## src/rtl/xosera_bus_host.sv

```systemverilog
// Host-side initiator for the Xosera 8-bit register bus.
// Splits 16-bit register accesses into timed byte cycles; syncs the IRQ.
module xosera_bus_host #(
  parameter int SETUP_CYC  = 1,
  parameter int STROBE_CYC = 2,
  parameter int HOLD_CYC   = 1
) (
  input  logic        clk,
  input  logic        reset_i,
  input  logic        req_valid_i,
  output logic        req_ready_o,
  input  logic        req_wr_i,
  input  logic        req_lo_only_i,
  input  logic [3:0]  req_reg_i,
  input  logic [15:0] req_data_i,
  output logic        resp_valid_o,
  output logic [15:0] resp_data_o,
  output logic        bus_cs_n_o,
  output logic        bus_rd_nwr_o,
  output logic [3:0]  bus_reg_num_o,
  output logic        bus_bytesel_o,
  output logic [7:0]  bus_data_o,
  output logic        bus_data_oe_o,
  input  logic [7:0]  bus_data_i,
  input  logic        bus_intr_i,
  output logic        intr_o
);

  if (SETUP_CYC < 1 || SETUP_CYC > 15 ||
      STROBE_CYC < 1 || STROBE_CYC > 15 ||
      HOLD_CYC < 1 || HOLD_CYC > 15) begin : g_bad_param
    $error("xosera_bus_host: phase lengths must be 1..15");
  end

  localparam logic [3:0] SETUP_N  = 4'(SETUP_CYC);
  localparam logic [3:0] STROBE_N = 4'(STROBE_CYC);
  localparam logic [3:0] HOLD_N   = 4'(HOLD_CYC);

  typedef enum logic [2:0] {
    IDLE, SETUP, STROBE, HOLD, DONE
  } state_t;

  state_t      state;
  logic [3:0]  cnt;
  logic        wr_q;
  logic        lo_q;
  logic [15:0] data_q;
  logic [7:0]  rd_hi;
  logic [7:0]  rd_lo;
  logic [2:0]  sync;

  always_ff @(posedge clk or posedge reset_i) begin
    if (reset_i) begin
      state         <= IDLE;
      cnt           <= 4'd0;
      wr_q          <= 1'b0;
      lo_q          <= 1'b0;
      data_q        <= 16'h0;
      rd_hi         <= 8'h0;
      rd_lo         <= 8'h0;
      req_ready_o   <= 1'b0;
      resp_valid_o  <= 1'b0;
      resp_data_o   <= 16'h0;
      bus_cs_n_o    <= 1'b1;
      bus_rd_nwr_o  <= 1'b1;
      bus_reg_num_o <= 4'h0;
      bus_bytesel_o <= 1'b0;
      bus_data_o    <= 8'h0;
      bus_data_oe_o <= 1'b0;
    end else begin
      resp_valid_o <= 1'b0;
      unique case (state)
        IDLE: begin
          req_ready_o <= 1'b1;
          if (req_valid_i && req_ready_o) begin
            req_ready_o   <= 1'b0;
            wr_q          <= req_wr_i;
            lo_q          <= req_lo_only_i;
            data_q        <= req_data_i;
            bus_reg_num_o <= req_reg_i;
            bus_rd_nwr_o  <= ~req_wr_i;
            bus_bytesel_o <= req_lo_only_i;
            bus_data_o    <= req_lo_only_i ? req_data_i[7:0]
                                           : req_data_i[15:8];
            bus_data_oe_o <= req_wr_i;
            cnt           <= SETUP_N;
            state         <= SETUP;
          end
        end
        SETUP: begin
          if (cnt == 4'd1) begin
            bus_cs_n_o <= 1'b0;
            cnt        <= STROBE_N;
            state      <= STROBE;
          end else begin
            cnt <= cnt - 4'd1;
          end
        end
        STROBE: begin
          if (cnt == 4'd1) begin
            // Read byte is latched on the last low cycle of cs_n
            if (!wr_q) begin
              if (bus_bytesel_o) rd_lo <= bus_data_i;
              else               rd_hi <= bus_data_i;
            end
            bus_cs_n_o <= 1'b1;
            cnt        <= HOLD_N;
            state      <= HOLD;
          end else begin
            cnt <= cnt - 4'd1;
          end
        end
        HOLD: begin
          if (cnt != 4'd1) begin
            cnt <= cnt - 4'd1;
          end else if (!bus_bytesel_o) begin
            bus_bytesel_o <= 1'b1;
            bus_data_o    <= data_q[7:0];
            cnt           <= SETUP_N;
            state         <= SETUP;
          end else begin
            bus_data_oe_o <= 1'b0;
            resp_valid_o  <= 1'b1;
            resp_data_o   <= wr_q ? 16'h0
                           : {lo_q ? 8'h00 : rd_hi, rd_lo};
            state         <= DONE;
          end
        end
        DONE: begin
          req_ready_o <= 1'b1;
          state       <= IDLE;
        end
        default: state <= IDLE;
      endcase
    end
  end

  // Two sync flops, a third for edge detect, registered pulse
  always_ff @(posedge clk or posedge reset_i) begin
    if (reset_i) begin
      sync   <= 3'b000;
      intr_o <= 1'b0;
    end else begin
      sync   <= {sync[1:0], bus_intr_i};
      intr_o <= sync[1] & ~sync[2];
    end
  end

endmodule

```

## config.mk

```make
export PLATFORM = sky130hd
export DESIGN_NAME = xosera_bus_host
export DESIGN_NICKNAME = d
export VERILOG_FILES = /design/src/rtl/xosera_bus_host.sv
export SDC_FILE = /design/constraint.sdc
export NUM_CORES = 1
export LEC_CHECK = 0
export CORE_MARGIN = 2
export CORE_UTILIZATION = 40
export CTS_CLUSTER_DIAMETER = 100
export DETAILED_ROUTE_END_ITERATION = 6
export PLACE_DENSITY_LB_ADDON = 0.1
export SLEW_MARGIN = 0
export SYNTH_ARGS = -nofsm -noshare
export SYNTH_HDL_FRONTEND = slang
export SYNTH_SLANG_ARGS = --single-unit
```

## constraint.sdc

```tcl
create_clock -name clk -period 2.4 [get_ports clk]
set_input_delay 0.6 -clock clk [delete_from_list [all_inputs] [get_ports clk]]
set_output_delay 0.6 -clock clk [all_outputs]
set_load 0.1 [all_outputs]
```

==> results.yml <==
worst_setup_path:
  rr_endpoint: "resp_data_o[11]$_DFFE_PP0P_"
  path_max_fanout: 10
  startpoint: "cnt[1]$_DFFE_PP0P_"
  cp-end-kind: "flip-flop"
  critPathKind: "flip-flop to flip-flop"
  arrival_ps: 2340
  rr_startpoint: "cnt[1]$_DFFE_PP0P_"
  reg2reg_depth: 6
  startpoint_type: "flip-flop"
  required_ps: 2660
  cp-endpoint: "resp_data_o[11]$_DFFE_PP0P_"
  regToRegSetupSlack_ps: 320
synthesis:
  ys_types: 42
  ys_async_sr_fraction: 1.00
  ys.flop_type: "dfrtp_1"
  synth_fa_ha_area_frac: 0.00767
  synth_compound_area_frac: 0.0491
  yosysMostFrequentCell: "dfrtp_1"
  syn_avg_cell_area_um2: 13.6
  ys_ff_latch: 71
  synth_top_area_share: 0.529
  yosysTopAreaCell: "dfrtp_1"
  synth-simple-area-share: 0.0816
  synthCells: 240
  synthMuxAreaShare: 0.253
  synth-xor-area-share: 0.00268
  syn_area_mm2: 0.00326
  synth_top_family_by_area: "multiplexers"
  synth_area_leaders: "dfrtp_1 53%, mux2_2 19%, mux2_4 3.2%"
  synth_edf_count: 0
  yosysWarnings: 0
  synth_fp_nets: 276
  synth_common_cells: "69 x dfrtp_1, 55 x mux2_2, 21 x inv_1"
  synth_seq_area_share: 0.545
timing:
  setup_tns_ps: 0
  finalHoldViolCount: 0
  period_share: 0.867
  max_freq_mhz: 480
  final_max_slew_viol_count: 0
  rsz0062_at_grt: "no"
  clock_skew_ps: 11.5
  min_period_ps: 2080
  tightest_slew_ps: 549
  slew_headroom: 0.634
  setup_viol: 0
clock_tree:
  cts_resized: 0
  clkSinkCount: 71
  hold_buffers: 0
  cts_buffers: 9
  path_clk_slew_ps: 80
  clock_path_buffers: 2
  cts_root_buf: "clkbuf_8"
  cts_tree: "done"
  clk_latency_ps: 340
  cts_max_level: 3
  post-cts-setup-buffers: 0
finish:
  drive_gt1_frac: 0.417
  nets: 350
  instances_no_fill: 421
  antenna_cells: 0
  utilization: 0.529
  area_delta_synth_final_pct: 26.6
route:
  viasPerCell: 4.79
  drtIter0Drc: 56
  post_drt_wl_per_cell_um: 14.1
  drt-total-wl_mm: 5.92
  firstDrtPassIters: 4
  vias: 2017
  postRouteAntennaNets: 0
  drc: 0
placed_design:
  io_buffers: 68
  dpl.cell_count: 405
  gp_congestion: 0.744
  dp.final_hpwl_mm: 4.11
global_route:
  grt_max_degree: 72
  antenna_found_initial: 0
  grt_overflow: 0
  grt_pass1_wl_mm: 9.88
  grt_pass1_vias: 2054
  track_usage: 0.145
floorplanning:
  core_mm2: 0.00781
  die_y_um: 94.3
  design.die.area_mm2: 0.00890
  die_x_um: 94.3
  io_pins: 69
  initial_utilization: 0.418
  rows: 32
run_status:
  outcome: "finished, final reports clean"
job:
  drv_cap: 0
hold_path:
  hold_class: "flip-flop to flip-flop"
[logic make-up after synthesis]
| family | count (synthesis) |
|---|---|
| AO/OA/AOI/OAI | 19 |
| XOR/XNOR | 1 |
| adder cells (fa/ha/maj) | 2 |
| buffers and inverters | 33 |
| flip-flops | 71 |
| multiplexers | 72 |
| AND/OR/NAND/NOR | 42 |
[per-layer routing]
| layer | track usage | wire [µm] | up-vias |
|---|---|---|---|
| met5 | 0 | 0 | - |
| met4 | 0.0543 | 34 | 0 |
| met3 | 0.0487 | 373 | 2 |
| met2 | 0.219 | 2670 | 53 |
| met1 | 0.196 | 2840 | 980 |
| li1 | - | - | 982 |
[per-stage QoR]
| stage | cell area [µm²] | setup slack, ps | hold WS, ps |
|---|---|---|---|
| finish | 4130 | 318 | 356 |
| global route | 4130 | 130 | 382 |
| CTS | 4130 | 299 | 362 |
| detailed placement | 3930 | 157 | 351 |
| global placement | 3930 | 181 | 337 |
| floorplan | 3260 | 6.74 | 331 |
[area by class of cell]
type                       count  area [µm²]
timing repair buffer          75         658
fill                         676        3670
tap                          102         128
clock inverter                 7        80.1
inverter                      21        78.8
clock buffer                   9         124
sequential                    71        1780
multi-input combinational    136        1280
[critical path: stages, from the launching register on]
cell and delay [ps]:
dfrtp_1 380, inv_1 100, ha_1 180, and4bb_1 510
and4_4 380, buf_4 260, mux2i_1 210
[registers in the layout, indices dropped and copies added (netlist names), 3 cells and up]
register,cells
state,3
rd_lo,8
cnt,4
data_q,8
resp_data_o,16
bus_data_o,8
sync,3
rd_hi,8
bus_reg_num_o,4
[worst min-delay path by stage]
stage | startpoint | endpoint | slack (ps) | cells past startpoint
after floorplan | sync[0]$_DFF_PP0_ | sync[1]$_DFF_PP0_ | 330 | 0
final | sync[0]$_DFF_PP0_ | sync[1]$_DFF_PP0_ | 360 | 0
after CTS | sync[0]$_DFF_PP0_ | sync[1]$_DFF_PP0_ | 360 | 0
after detailed placement | sync[0]$_DFF_PP0_ | sync[1]$_DFF_PP0_ | 350 | 0
after global placement | sync[0]$_DFF_PP0_ | sync[1]$_DFF_PP0_ | 340 | 0
after global routing | sync[0]$_DFF_PP0_ | sync[1]$_DFF_PP0_ | 380 | 0
[cell usage in the layout, fill, tap and decap left out, types with 3 or more instances in the layout]
| master | netlist | final |
|---|---|---|
| dfrtp_1 | 69 | 69 |
| mux2_2 | 55 | 55 |
| buf_4 | 0 | 41 |
| clkdlybuf4s50_1 | 0 | 33 |
| inv_1 | 21 | 20 |
| nand2_1 | 11 | 11 |
| mux2i_1 | 10 | 10 |
| nor2b_1 | 9 | 9 |
| clkbuf_8 | 1 | 9 |
| mux2_4 | 7 | 7 |
| o21ai_0 | 5 | 5 |
| nor2_1 | 4 | 4 |
| a21oi_1 | 3 | 3 |
| nor3_1 | 3 | 3 |
Power is not shown: default switching activity piles up to over one toggle a cycle in this logic, so the estimate is an artifact.
